### src/rtl/timer_ctrl.sv
// Run/pause/clear sequencer for the MM:SS countdown timer: button FSM,
// 1 Hz decrement strobe, timer re-initialise line and blinking done alarm.
module timer_ctrl #(
  parameter int TICK_DIV    = 100000000,
  parameter int CNT_W       = 27,
  parameter int ALARM_TICKS = 10
) (
  input  logic       clk,
  input  logic       rst,
  input  logic       start_pb,
  input  logic       clr_pb,
  input  logic       stop,
  output logic       tmr_en,
  output logic       tmr_clr,
  output logic [1:0] state,
  output logic       alarm
);

  localparam logic [1:0] S_IDLE  = 2'd0;
  localparam logic [1:0] S_RUN   = 2'd1;
  localparam logic [1:0] S_PAUSE = 2'd2;
  localparam logic [1:0] S_DONE  = 2'd3;

  localparam int AW = (ALARM_TICKS < 1) ? 1 : $clog2(ALARM_TICKS + 1);
  localparam logic [CNT_W-1:0] PRE_MAX = CNT_W'(TICK_DIV - 1);
  localparam logic [AW-1:0]    ALM_MAX = AW'(ALARM_TICKS);

  logic [1:0]       r_state;
  logic [CNT_W-1:0] r_pre;
  logic             r_clr;
  logic             r_alarm;
  logic [AW-1:0]    r_acnt;

  logic [1:0]       w_nxt;
  logic             w_tick;
  logic             w_enter_done;

  // clr_pb overrides everything; stop in RUN overrides start_pb
  always_comb begin
    w_nxt = r_state;
    if (clr_pb) begin
      w_nxt = S_IDLE;
    end else begin
      case (r_state)
        S_IDLE:  if (start_pb) w_nxt = S_RUN;
        S_RUN:   if (stop) w_nxt = S_DONE;
                 else if (start_pb) w_nxt = S_PAUSE;
        S_PAUSE: if (start_pb) w_nxt = S_RUN;
        S_DONE:  if (start_pb) w_nxt = S_IDLE;
        default: w_nxt = S_IDLE;
      endcase
    end
  end

  assign w_tick       = (r_pre == PRE_MAX);
  assign w_enter_done = (w_nxt == S_DONE) && (r_state != S_DONE);

  always_ff @(posedge clk) begin
    if (rst) begin
      r_state <= S_IDLE;
      r_pre   <= '0;
      r_clr   <= 1'b1;
      r_alarm <= 1'b0;
      r_acnt  <= '0;
    end else begin
      r_state <= w_nxt;
      // acknowledging DONE re-arms the timer just like an abort
      r_clr   <= clr_pb || ((r_state == S_DONE) && start_pb);

      // PAUSE holds the phase so a resumed second is not shortened
      if ((w_nxt == S_IDLE) || w_enter_done)
        r_pre <= '0;
      else if ((r_state == S_RUN) || (r_state == S_DONE))
        r_pre <= w_tick ? '0 : r_pre + 1'b1;

      if (w_nxt != S_DONE) begin
        r_alarm <= 1'b0;
        r_acnt  <= '0;
      end else if (w_enter_done) begin
        r_alarm <= 1'b1;
        r_acnt  <= '0;
      end else if (w_tick && (r_acnt < ALM_MAX)) begin
        r_acnt  <= r_acnt + 1'b1;
        r_alarm <= (r_acnt == ALM_MAX - 1'b1) ? 1'b0 : ~r_alarm;
      end else if (r_acnt >= ALM_MAX) begin
        r_alarm <= 1'b0;
      end
    end
  end

  assign tmr_en  = (r_state == S_RUN) && w_tick && !stop;
  assign tmr_clr = r_clr;
  assign state   = r_state;
  assign alarm   = r_alarm;

endmodule
### config.mk
export PLATFORM = sky130hd
export DESIGN_NAME = timer_ctrl
export DESIGN_NICKNAME = d
export VERILOG_FILES = /design/src/rtl/timer_ctrl.sv
export SDC_FILE = /design/constraint.sdc
export NUM_CORES = 1
export LEC_CHECK = 0
export ABC_AREA = 1
export BUFFER_PORTS_ARGS = -buffer_cell sky130_fd_sc_hd__buf_2
export CORE_MARGIN = 4
export CORE_UTILIZATION = 40
export DETAILED_ROUTE_END_ITERATION = 7
export PLACE_DENSITY = 0.53
export SYNTH_ARGS = -nofsm -noshare
export SYNTH_HDL_FRONTEND = slang
export SYNTH_SLANG_ARGS = --single-unit
### constraint.sdc
create_clock -name clk -period 4.5 [get_ports clk]
set_clock_uncertainty 0.1 [all_clocks]
set_input_delay 0.9 -clock clk [delete_from_list [all_inputs] [get_ports clk]]
set_output_delay 0.9 -clock clk [all_outputs]
set_load 0.02 [all_outputs]
==> impl_metrics.json <==
{
  "synth.distinct_cells": 24,
  "p_leak_nw": 0.865,
  "postSynthAreaPerCell_um2": 6.11,
  "start_util": 0.414,
  "route.detailed.drc": 0,
  "setup_viol": 0,
  "cts.sinks": 35,
  "drv_cap": 0,
  "timing.fmax_mhz": 334,
  "finalHoldViolCount": 0,
  "place.gp.congestion": 0.863,
  "insertion_delay_ps": 290,
  "fin_hold_ws_ps": 391,
  "drt-total-wl_um": 5310,
  "track_usage": 0.189,
  "grt_max_degree": 17,
  "syn-cell-area_mm2": 0.00213,
  "ys_seq_elements": 35,
  "root_buffer": "clkbuf_8",
  "grt-ovfl-total": 0,
  "r2r_slack_ps": 2200,
  "crit_required_ps": 3500,
  "fp.dieW_um": 80.9,
  "die_h_um": 80.9,
  "ctsHoldBuffers": 0,
  "clkTransAtPathRegs_ps": 70,
  "avgRoutedWirePerCell_um": 12.3,
  "synth-main-ff-cell": "dfxtp_1",
  "diodes": 0,
  "cts_buffer_depth": 2,
  "detail_route.first_pass.iterations": 4,
  "h-tree-depth": 2,
  "fin_nets": 371,
  "ctsResizeCount": 0,
  "multi_input_area_mm2": 0.00121,
  "grt_pass1_vias": 2095,
  "postCtsSetupRepairBufs": 0,
  "synth_edf_count": 0,
  "slew_violations": 0,
  "holdCritStartpoint": "r_acnt[3]",
  "fillers": 575,
  "grt_pass1_wl_um": 9470,
  "io_buffers": 9,
  "final_cells": 433,
  "start_kind": "register",
  "hp-class": "register to register",
  "syn-num-nets": 357,
  "peakVddDrop_v": 0.000153,
  "synthCells": 348,
  "crit_start": "r_pre[16]",
  "status": "finished, final reports clean",
  "worst_setup_path_end_kind": "output port",
  "num_rows": 26,
  "pin_count": 10,
  "fin_crit_ps": 2990,
  "relSlewSlack": 0.558,
  "cts_made_buffers": 5,
  "synth-seq-area-share": 0.330,
  "worst_pin_slew_ps": 662,
  "antenna_found_initial": 0,
  "synth-async-reset-ratio": 0,
  "vias": 2102,
  "drive_gt1_frac": 0.0716,
  "path_max_fanout": 6,
  "path_class": "register to output port",
  "vias_per_cell": 4.85,
  "ys_warn_count": 0,
  "layout_commonest_cell": "nand2_1",
  "register_area_um2": 701,
  "dp_hpwl_um": 4040,
  "rsz0062_at_grt": "false",
  "mostFrequentLayoutCells": "nand2_1 (87), nor2_1 (69), inv_1 (49), dfxtp_1 (35), nand3_1 (34)",
  "fp.coreArea_mm2": 0.00514,
  "dp.cells": 425,
  "dieArea_mm2": 0.00654,
  "power.density_mw_per_mm2": 252,
  "final.setup.tns_ps": 0,
  "drt_iter0_markers": 148,
  "period_share": 0.664,
  "cts_tree": "built",
  "timing.rr.start": "state[0]",
  "area_delta_synth_final_pct": 10.2,
  "arrival_ps": 1990,
  "antenna_left": 0
}
[power breakdown]
group | switching, W | total (W) | internal (W) | leakage, nW
Combinational | 0.0000165 | 0.0000225 | 0.00000603 | 0.532
Sequential | 0.00000293 | 0.000314 | 0.000311 | 0.282
Clock | 0.000115 | 0.000255 | 0.000140 | 0.0515
Total | 0.000134 | 0.000591 | 0.000457 | 0.865
[registers in the layout, indices dropped and copies added, names as in the netlist]
signal	flops
state	2
alarm	1
tmr_clr	1
r_pre	27
r_acnt	4
[final cells by class]
| cell class | instances | share of cell area |
|---|---|---|
| multi-input cells | 260 | 0.519 |
| flip-flops and latches | 35 | 0.299 |
| inverters | 51 | 0.0828 |
| well taps | 70 | 0.0374 |
| repair buffers | 9 | 0.0192 |
| clock buffers | 8 | 0.0427 |
[final timing paths]
path,to,cells after the start
hold / removal,r_acnt[3],2
hold reg to reg,r_acnt[3],2
setup reg to reg,r_pre[13],9
setup / recovery,tmr_en,7
[metrics by stage]
| step | power, W | cell area, µm² | utilization | setup WS (ps) |
|---|---|---|---|---|
| floorplan | 0.000336 | 2130 | - | 1980 |
| global placement | 0.000344 | 2240 | 0.436 | 1900 |
| detailed placement | 0.000344 | 2240 | 0.436 | 1830 |
| CTS | 0.000605 | 2340 | 0.456 | 1490 |
| global route | 0.000619 | 2340 | 0.456 | 1300 |
| finish | 0.000591 | 2340 | 0.456 | 1510 |
[worst max-delay path, cell delays in order, from the launching register on]
cell and delay, ps:
dfxtp_1 410, nand2_1 130, nor2_1 370, nand2_1 100
nor2_1 200, nand2_1 160, nor3_1 140, buf_2 180
[cell usage after synthesis (all sizes together), types with 4 or more instances]
| library cell | count | share of area |
|---|---|---|
| nand2 | 90 | 0.16 |
| dfxtp | 35 | 0.33 |
| o21ai | 14 | 0.035 |
| a21oi | 9 | 0.021 |
| inv | 51 | 0.091 |
| nand3 | 35 | 0.085 |
| nand4 | 11 | 0.032 |
| ha | 4 | 0.024 |
| nor2 | 72 | 0.13 |
| xor2 | 7 | 0.029 |
| nor3 | 12 | 0.028 |
[per-layer routing]
metal,up-vias,share of wire,global-route usage
met5,-,0,0
met3,8,0.053,0.0366
met2,52,0.46,0.318
met4,0,0.016,0.0693
met1,914,0.48,0.238
li1,1128,-,-
[cell families after synthesis]
group | count (synthesis) | synth area share
xor+xnor | 9 | 0.0371
flops | 35 | 0.330
compound gates | 25 | 0.0630
buf+inv | 53 | 0.0989
fa+ha+maj | 4 | 0.0235
simple gates | 222 | 0.448
Note: power is estimated with default switching activity, not from simulation.
